`src/rtl/bank_ctrl_pkg.sv`:
```
// Shared types for the per-bank command sequencer: command opcodes, FSM states
// and the sizing helper for the shared timing counter.
package bank_ctrl_pkg;

  typedef enum logic [1:0] {
    OP_ACT = 2'd0,
    OP_RD  = 2'd1,
    OP_WR  = 2'd2,
    OP_PRE = 2'd3
  } cmd_op_e;

  typedef enum logic [2:0] {
    ST_IDLE        = 3'd0,
    ST_ACTIVATING  = 3'd1,
    ST_ACTIVE      = 3'd2,
    ST_READ_WAIT   = 3'd3,
    ST_READING     = 3'd4,
    ST_WRITING     = 3'd5,
    ST_PRECHARGING = 3'd6
  } state_e;

  // The counter only ever holds t-1 for the largest of the three delays.
  function automatic int cnt_width(input int a, input int b, input int c);
    int m;
    m = a;
    if (b > m) m = b;
    if (c > m) m = c;
    return (m > 1) ? $clog2(m) : 1;
  endfunction

endpackage

```
`src/rtl/bank_controller_timing_counter.sv`:
```
// Loadable down-counter shared by the tRCD/tCL/tRP waits.
module timing_counter #(
  parameter int WIDTH = 4
) (
  input  logic             clk,
  input  logic             rst,
  input  logic             load,
  input  logic [WIDTH-1:0] load_val,
  output logic             zero
);

  logic [WIDTH-1:0] cnt_r;

  // Load on command accept, otherwise count down and park at zero.
  always_ff @(posedge clk or posedge rst) begin
    if (rst) begin
      cnt_r <= {WIDTH{1'b0}};
    end else if (load) begin
      cnt_r <= load_val;
    end else if (cnt_r != {WIDTH{1'b0}}) begin
      cnt_r <= cnt_r - WIDTH'(1);
    end else begin
      cnt_r <= cnt_r;
    end
  end

  // High on the final wait cycle, i.e. as the count steps to zero, so a wait
  // state loaded with t-1 lasts t-1 cycles and the next command lands t after.
  assign zero = (cnt_r <= WIDTH'(1));

endmodule

```
`src/rtl/bank_controller.sv`:
```
// Per-bank command sequencer: ACT/RD/WR/PRE handshake, tRCD/tCL/tRP timing,
// BL-beat bursts to the Bank datapath and read data return.
module bank_controller
  import bank_ctrl_pkg::*;
#(
  parameter int DEVICE_WIDTH = 4,
  parameter int ROWS         = 131072,
  parameter int COLS         = 1024,
  parameter int BL           = 8,
  parameter int tRCD         = 14,
  parameter int tCL          = 14,
  parameter int tRP          = 14
) (
  input  logic                     clk,
  input  logic                     rst,
  input  logic                     cmd_valid,
  output logic                     cmd_ready,
  input  logic [1:0]               cmd_op,
  input  logic [$clog2(ROWS)-1:0]  cmd_row,
  input  logic [$clog2(COLS)-1:0]  cmd_col,
  input  logic [DEVICE_WIDTH-1:0]  wdata,
  output logic [DEVICE_WIDTH-1:0]  rdata,
  output logic                     rdata_valid,
  output logic                     cmd_err,
  output logic                     open_row,
  output logic                     bank_rd_o_wr,
  output logic [$clog2(ROWS)-1:0]  bank_row,
  output logic [$clog2(COLS)-1:0]  bank_column,
  output logic [DEVICE_WIDTH-1:0]  bank_dqin,
  input  logic [DEVICE_WIDTH-1:0]  bank_dqout
);

  localparam int ROW_W  = $clog2(ROWS);
  localparam int COL_W  = $clog2(COLS);
  localparam int BEAT_W = $clog2(BL) + 1;
  localparam int CNT_W  = cnt_width(tRCD, tCL, tRP);
  localparam logic [CNT_W-1:0]  RCD_LD    = CNT_W'(tRCD - 1);
  localparam logic [CNT_W-1:0]  CL_LD     = CNT_W'(tCL - 1);
  localparam logic [CNT_W-1:0]  RP_LD     = CNT_W'(tRP - 1);
  localparam logic [BEAT_W-1:0] LAST_BEAT = BEAT_W'(BL - 1);
  localparam logic [COL_W-1:0]  COL_MAX   = COL_W'(COLS - 1);

  state_e             state_r, next_s;
  cmd_op_e            op_s;
  logic               accept_s, cnt_load_s, cnt_zero_s, err_s, burst_s;
  logic [CNT_W-1:0]   cnt_val_s;
  logic [BEAT_W-1:0]  beat_r;
  logic [COL_W-1:0]   col_r, bank_column_r, col_inc_s;
  logic [ROW_W-1:0]   bank_row_r;
  logic               cmd_ready_r, open_row_r, cmd_err_r, rdata_valid_r, bank_rd_o_wr_r;

  assign op_s      = cmd_op_e'(cmd_op);
  assign accept_s  = cmd_valid && cmd_ready_r;
  assign burst_s   = (state_r == ST_READING) || (state_r == ST_WRITING);
  assign col_inc_s = (bank_column_r == COL_MAX) ? {COL_W{1'b0}} : bank_column_r + COL_W'(1);

  timing_counter #(.WIDTH(CNT_W)) u_timer (
    .clk      (clk),
    .rst      (rst),
    .load     (cnt_load_s),
    .load_val (cnt_val_s),
    .zero     (cnt_zero_s)
  );

  // State register.
  always_ff @(posedge clk or posedge rst) begin
    if (rst) state_r <= ST_IDLE;
    else     state_r <= next_s;
  end

  // Next-state, timer load and illegal-command detection.
  always_comb begin
    next_s     = state_r;
    cnt_load_s = 1'b0;
    cnt_val_s  = {CNT_W{1'b0}};
    err_s      = 1'b0;
    case (state_r)
      ST_IDLE: begin
        if (accept_s) begin
          case (op_s)
            OP_ACT: begin
              cnt_load_s = 1'b1;
              cnt_val_s  = RCD_LD;
              next_s     = (tRCD == 1) ? ST_ACTIVE : ST_ACTIVATING;
            end
            OP_RD, OP_WR: err_s = 1'b1;
            default: next_s = ST_IDLE;
          endcase
        end else begin
          next_s = ST_IDLE;
        end
      end
      ST_ACTIVATING:  next_s = cnt_zero_s ? ST_ACTIVE : ST_ACTIVATING;
      ST_ACTIVE: begin
        if (accept_s) begin
          case (op_s)
            OP_RD: begin
              cnt_load_s = 1'b1;
              cnt_val_s  = CL_LD;
              next_s     = (tCL == 1) ? ST_READING : ST_READ_WAIT;
            end
            OP_WR: next_s = ST_WRITING;
            OP_PRE: begin
              cnt_load_s = 1'b1;
              cnt_val_s  = RP_LD;
              next_s     = (tRP == 1) ? ST_IDLE : ST_PRECHARGING;
            end
            default: err_s = 1'b1;
          endcase
        end else begin
          next_s = ST_ACTIVE;
        end
      end
      ST_READ_WAIT:   next_s = cnt_zero_s ? ST_READING : ST_READ_WAIT;
      ST_READING:     next_s = (beat_r == LAST_BEAT) ? ST_ACTIVE : ST_READING;
      ST_WRITING:     next_s = (beat_r == LAST_BEAT) ? ST_ACTIVE : ST_WRITING;
      ST_PRECHARGING: next_s = cnt_zero_s ? ST_IDLE : ST_PRECHARGING;
      default:        next_s = ST_IDLE;
    endcase
  end

  // Registered handshake/status outputs and burst address generation.
  always_ff @(posedge clk or posedge rst) begin
    if (rst) begin
      cmd_ready_r    <= 1'b1;
      open_row_r     <= 1'b0;
      cmd_err_r      <= 1'b0;
      rdata_valid_r  <= 1'b0;
      bank_rd_o_wr_r <= 1'b0;
      bank_row_r     <= {ROW_W{1'b0}};
      bank_column_r  <= {COL_W{1'b0}};
      col_r          <= {COL_W{1'b0}};
      beat_r         <= {BEAT_W{1'b0}};
    end else begin
      cmd_ready_r    <= (next_s == ST_IDLE) || (next_s == ST_ACTIVE);
      open_row_r     <= (next_s == ST_ACTIVE) || (next_s == ST_READ_WAIT) ||
                        (next_s == ST_READING) || (next_s == ST_WRITING);
      cmd_err_r      <= err_s;
      rdata_valid_r  <= (state_r == ST_READING);
      bank_rd_o_wr_r <= (next_s == ST_WRITING);
      if (state_r == ST_IDLE && accept_s && op_s == OP_ACT) begin
        bank_row_r <= cmd_row;
      end
      if (state_r == ST_ACTIVE && accept_s) begin
        col_r <= cmd_col;
      end
      // Burst entry takes the column straight from the command when there is
      // no read wait in between.
      if (!burst_s && (next_s == ST_READING || next_s == ST_WRITING)) begin
        beat_r        <= {BEAT_W{1'b0}};
        bank_column_r <= (state_r == ST_ACTIVE) ? cmd_col : col_r;
      end else if (burst_s && next_s == state_r) begin
        beat_r        <= beat_r + BEAT_W'(1);
        bank_column_r <= col_inc_s;
      end else begin
        beat_r        <= beat_r;
        bank_column_r <= bank_column_r;
      end
    end
  end

  assign cmd_ready    = cmd_ready_r;
  assign open_row     = open_row_r;
  assign cmd_err      = cmd_err_r;
  assign rdata_valid  = rdata_valid_r;
  assign bank_rd_o_wr = bank_rd_o_wr_r;
  assign bank_row     = bank_row_r;
  assign bank_column  = bank_column_r;
  // The Bank returns data one cycle after the address, aligned with the
  // registered strobe; both data paths are gated so reset silences them at once.
  assign rdata        = rdata_valid_r ? bank_dqout : {DEVICE_WIDTH{1'b0}};
  assign bank_dqin    = bank_rd_o_wr_r ? wdata : {DEVICE_WIDTH{1'b0}};

endmodule

```
`config.mk`:
```
export PLATFORM = sky130hd
export DESIGN_NAME = bank_controller
export DESIGN_NICKNAME = d
export VERILOG_FILES = /design/src/rtl/bank_ctrl_pkg.sv /design/src/rtl/bank_controller_timing_counter.sv /design/src/rtl/bank_controller.sv
export SDC_FILE = /design/constraint.sdc
export NUM_CORES = 1
export LEC_CHECK = 0
export BUFFER_PORTS_ARGS = -buffer_cell sky130_fd_sc_hd__buf_2
export CAP_MARGIN = 20
export CORE_MARGIN = 3
export CORE_UTILIZATION = 28
export CTS_CLUSTER_SIZE = 24
export DETAILED_ROUTE_END_ITERATION = 12
export PLACE_DENSITY = 0.49
export SYNTH_ARGS = -nofsm -noshare
export SYNTH_HDL_FRONTEND = slang
export SYNTH_HIERARCHICAL = 1
export SYNTH_SLANG_ARGS = --single-unit
```
`constraint.sdc`:
```
create_clock -name clk -period 2.5 [get_ports clk]
set_input_delay 0.125 -clock clk [delete_from_list [all_inputs] [get_ports clk]]
set_output_delay 0.125 -clock clk [all_outputs]
set_load 0.02 [all_outputs]
```
; ---- Yosys cells after proc, flatten, opt, wreduce, memory -nomap -nowiden
; Index checks and enable logic that the tools add are counted.
[classes]
shift = 0
bitwise_logic = 0
magnitude_cmp = 1
addsub = 3
mul = 0
n_reduce_logical = 22
mux = 35
n_div = 0
eq_ne = 16
[ops]
columns = op, n
row1 = 2-to-1 mux 10 bit, 4
row2 = 2-to-1 mux 4 bit, 10
row3 = case mux 3 bit (7 select lines), 1
row4 = 2-to-1 mux 3 bit, 6
row5 = "== test 3 bit, second input constant", 5
row6 = "== test 3 x 2 -> 1 bit, second input constant", 4
row7 = "adder 10 x 1 -> 10 bit, second input constant", 1
row8 = "== test 10 bit, second input constant", 1
row9 = case mux 3 bit (3 select lines), 1
row10 = 2-to-1 mux 1 bit, 8
row11 = case mux 4 bit (2 select lines), 1
row12 = logical AND 1 bit, 6
row13 = logical NOT 3 bit, 2
row14 = logical OR 1 bit, 6
row15 = case mux 3 bit (2 select lines), 1
row16 = "adder 4 x 1 -> 4 bit, second input constant", 1
row17 = "== test 2 bit, second input constant", 2
row18 = "== test 4 x 3 -> 1 bit, second input constant", 1
row19 = "<= comparator 4 x 1 -> 1 bit, second input constant", 1
row20 = case mux 1 bit (2 select lines), 2
row21 = nonzero test 2 bit, 2
row22 = nonzero test 4 bit, 1
row23 = OR reduction 2 bit, 2
row24 = "subtractor 4 x 1 -> 4 bit, second input constant", 1
row25 = other kinds (7), 7
[word_totals]
memories = 0
inputBits = 40
ramBits = 0
rom_bits = 0
ff_bits = 53
latchBits = 0
wordCells = 88
out_inout_bits = 40

; ---- Logic depth before layout (Yosys ltp)
[depth]
word_depth = 9
ltp_mapped = 10
depth_no_buf = 9

; ---- Modules after synthesis
; Netlist, hierarchy kept.
[modules_own_cells]
columns = module, instances, area_per_inst_um2, cells_per_inst
row1 = bank_controller, 1, 2562.5, 227
row2 = timing_counter, 1, 255.2, 26

; ---- Least setup slack after synthesis
; OpenSTA, ideal clock, no wires.
[synth_timing]
path_kind = flip-flop to flip-flop
start = reg u_timer.cnt_r[0]
end = reg bank_column_r[1] (netlist: bank_column[1])
arrival_time_ps = 2160
path_stages_with_launch = 11
required_time_ps = 2374
slack_ps = 214
cell_sequence = dfrtp_1 > inv_1 > ha_1 > nor2_1 > nor3_1 > nor3b_1 > a21o_1 > a211oi_1 > buf_2 > nor4_1 > a221o_1
[synth_between]
elab_chain_cells = 7
[synth_lines]
columns = element, line_no
row1 = "start, declared", bank_controller_timing_counter.sv:12  ; logic [WIDTH-1:0] cnt_r;
row2 = "start signal, assigned", bank_controller_timing_counter.sv:17  ; cnt_r <= {WIDTH{1'b0}};
row3 = "start signal, assigned", bank_controller_timing_counter.sv:19  ; cnt_r <= load_val;
row4 = "start signal, assigned", bank_controller_timing_counter.sv:21  ; cnt_r <= cnt_r - WIDTH'(1);
row5 = <= comparator 4 x 1 -> 1 bit *, bank_controller_timing_counter.sv:29  ; assign zero = (cnt_r <= WIDTH'(1));
row6 = named net cnt_zero_s, bank_controller.sv:45  ; logic accept_s, cnt_load_s, cnt_zero_s, err_s, burst_s;
row7 = 2-to-1 mux 3 bit (tied with other cells), bank_controller.sv:114  ; ST_READ_WAIT: next_s = cnt_zero_s ? ST_READING : ST_READ_WAIT;
row8 = case mux 3 bit (7 select lines) *, bank_controller.sv:77  ; case (state_r)
row9 = == test 3 bit, bank_controller.sv:149  ; if (!burst_s && (next_s == ST_READING || next_s == ST_WRITING)) begin
row10 = logical OR 1 bit, bank_controller.sv:149
row11 = logical AND 1 bit, bank_controller.sv:149
row12 = 2-to-1 mux 10 bit or nonzero test 2 bit (tied branches), n/a
row13 = "end signal, assigned", bank_controller.sv:151  ; bank_column_r <= (state_r == ST_ACTIVE) ? cmd_col : col_r;
row14 = "end signal, assigned", bank_controller.sv:154  ; bank_column_r <= col_inc_s;
row15 = "end signal, assigned", bank_controller.sv:157  ; bank_column_r <= bank_column_r;
row16 = "end, declared", bank_controller.sv:48  ; logic [COL_W-1:0] col_r, bank_column_r, col_inc_s;
; Mark *: on every way through the listed nets, which the timed path passes. The rest lies on a longest branch.
; A chain may end at the register's enable or synchronous reset.

; ---- Worst setup path in the final report
; Ends and elaborated chain as after synthesis.

==> results.toml <==
[run_status]
status = "completed"

[power_and_ir_drop]
peakVddDrop_v = 0.000491
p_sw_share_pct = 40.8
p_sw_mw = 1.79
clockPowerShare_pct = 13.4
p_leak_nw = 1.73
pwr-share-comb_pct = 50.9
power.density_nw_per_um2 = 1220
p_int_mw = 2.60
p_seq_share_pct = 35.8

[finish]
area_growth_pct = 27.8
final_common_cell = "buf_2"
mostFrequentLayoutCells = "buf_2 (79), dfrtp_1 (52), mux2_2 (31)"
final_nets = 394
utilization_pct = 37.9
num_antenna_cells = 0
drive_gt1_share_pct = 43.6
fillers = 993

[global_route]
grt_max_degree = 33
top_usage_layer = "met2"
first_global_vias = 2175
antenna_found_initial = 0
gr-usage-all-layers_pct = 11.8
grt_pass1_wl_um = 10700
gr-total-overflow = 0
grt_use_met2_pct = 19.6
grt_use_met3_pct = 2.79
grtUsageMet1_pct = 15.6

[hold_path]
min_from = "cmd_row[2]"
whs_path_depth = 2
hold_path_end = "bank_row[2]"
hp-class = "in -> reg"

[routing]
wl_per_cell_um = 13.8
ant_nets = 0
postRouteWirelength_um = 6570
vias_per_cell = 4.68
num_vias = 2223
drt-initial-drc-count = 62
firstDrtPassIters = 4
route.detailed.drc = 0

[clock_tree]
insertion_delay_ns = 0.30
path_clk_slew_ns = 0.10
clock-root-buffer = "clkbuf_8"
clockBufferDepth = 2
htree_levels = 2
numCtsBuffers = 5
cts_tree = "built"
cts.sinks = 53

[setup_path]
rrSetupSlack_ns = 0.22
startpoint_type = "flip-flop"
critical-path-top-delay-family = "compound AO/OA/AOI/OAI gates"
path_buf_inv = 3
path_class = "reg -> reg"
r2r_end = "bank_column[1]"
arrival_ns = 2.48
cpMostUsedCell = "buf_4"
cp_max_fo = 7
rr_startpoint = "u_timer/cnt_r[0]"
path_cells = "inv_1, ha_2, nor2_2, nor3_2, buf_4, nor3b_2, a21o_1, a211oi_2, buf_4, or2_4, a221o_1"
end_kind = "flip-flop"
cp.required_ns = 2.69
slowest_stage = "dfrtp_1"
max_stage_delay_ns = 0.40
reg2reg_depth = 11

[timing]
slew_headroom_pct = 67.4
final.setup_skew_ns = 0.00955
setup_violations = 0
fmax_mhz = 438
hold_violations = 0
finalSetupTns_ns = 0
rsz0062_at_grt = "no"
worst_slack_ns = 0.216
finalCritPeriodShare_pct = 91.3
min_period_ns = 2.28
tightest_slew_ns = 0.485
drv_slew = 0

[logic_synthesis]
synth_cells = 253
synth.top_cell.area_share_pct = 46.2
yosysWarnings = 6
synth_area_per_cell_um2 = 11.1
postSynth.asyncResetShare_pct = 100
yosysTopAreaCell = "dfrtp_1"
synth.yosys.seq_area_share_pct = 47.1
synth_area_um2 = 2820
synth_area_leaders = "dfrtp_1 (46%), mux2_2 (12%), ha_1 (4.0%), mux2i_1 (2.8%), nor2_1 (2.3%)"
synthFlopType = "dfrtp_1"
ys_seq_elements = 53
synth_cell_types = 50
syn_nets = 302
synth_edf_count = 0

[placement]
gp_congestion = 0.746
pre_cts_ws_ns = 0.0667
port_buffers = 79
hpwl_um = 5020

[floorplan]
start_util_pct = 29.7
core_area_um2 = 9500
rows = 35
die_w_um = 106
boundaryPins = 80
dieArea_um2 = 11300
die_y_um = 106

[job]
max_cap_viol_count = 0
worst max path at each step:
stage / cells after the start / startpoint / end / slack, ns
after global placement: 9 / u_timer/cnt_r[0] / beat_r[3] / 0.10
final: 11 / u_timer/cnt_r[0] / bank_column[1] / 0.22
after global routing: 11 / u_timer/cnt_r[0] / bank_column[5] / 0.05
after CTS: 9 / u_timer/cnt_r[0] / bank_column[1] / 0.05
after detailed placement: 9 / u_timer/cnt_r[0] / bank_column[1] / 0.07
after floorplan: 10 / u_timer/cnt_r[0] / bank_column[1] / 0.21
stage by stage:
stage | total power, mW | cell area [µm²] | instances | hold WS (ns)
after global routing | 4.74 | 3600 | 475 | 0.0376
after detailed placement | 3.75 | 3420 | 463 | 0.0295
final | 4.39 | 3600 | 475 | 0.0445
after global placement | 3.74 | 3420 | 463 | 0.0337
after floorplan | 3.07 | 2820 | 253 | -0.109
after CTS | 4.35 | 3540 | 472 | 0.0390
worst reg2reg max path, delay by kind of cell (launching register included):
kind | cells | cell delay, ns
compound gates | 3 | 0.58
fa+ha+maj | 1 | 0.21
simple gates | 4 | 0.56
flops | 1 | 0.40
buf+inv | 3 | 0.44
final cells by class:
cell class	count	area (µm²)	share of cell area (%)
clock inverters	2	38.8	1.08
multi-input cells	177	1410	39.2
inverters	11	41.3	1.15
clock buffers	6	72.6	2.01
flip-flops and latches	53	1330	36.9
repair buffers	97	549	15.2
well taps	129	161	4.48
power groups by stage:
stage	Combinational, mW	Clock [mW]	Sequential (mW)
after floorplan	1.26	0	1.81
after global placement	2.16	0	1.58
after detailed placement	2.17	0	1.59
after CTS	2.17	0.611	1.57
after global routing	2.46	0.638	1.64
final	2.23	0.586	1.57
metal layers:
metal  vias up  share of wire [%]  wire length (µm)
li1       1094                  -                 -
met1      1053                 46              3010
met2        72                 47              3100
met3         4                6.3               416
met4         0               0.62                41
met5         -                  0                 0
timing repair:
item                                   CTS  global route
setup buffers                            0             2
resized for setup                        0             8
endpoints found under the hold margin   21             0
setup endpoints to repair                0            12
hold buffers                             1             0
cells in the mapped netlist, drive strengths merged, types with 2 or more instances:
cell    number
nand2b       3
nand3        3
ha           9
and2         9
nor3b        3
a21oi        7
and3         3
or2          2
a21o         4
dfrtp       52
or3          2
a22o         2
clkbuf       3
nor2b        2
nor3        10
nor2        17
nand3b       4
mux2i        8
a211o        4
inv         11
o32ai        4
o31ai        3
nor4         3
o221ai       2
o21ai       11
xnor2        6
buf          9
nand4        2
mux2        31
a211oi       2
nand2       11
registers in the layout, indices dropped and copies added, names as in the netlist:
register       cells
bank_column       10
col_r             10
cmd_ready          1
bank_rd_o_wr       1
rdata_valid        1
state_r            3
beat_r             4
cmd_err            1
bank_row          17
u_timer/cnt_r      4
open_row           1
kinds of logic (layout without fill, tap and decap cells):
kind of cell / after synthesis / count (layout) / share of synthesized area [%]
DFF: 53 / 53 / 47.1
xor gates and xnor gates: 6 / 6 / 1.86
other: 1 / 1 / 0.133
muxes: 39 / 39 / 15.2
adders and majority gates: 9 / 9 / 4.00
buffers and inverters: 23 / 116 / 3.91
AOI/OAI and AO/OA: 45 / 45 / 12.1
and+or+nand+nor: 77 / 77 / 15.6
(Power assumes the default switching activity.)
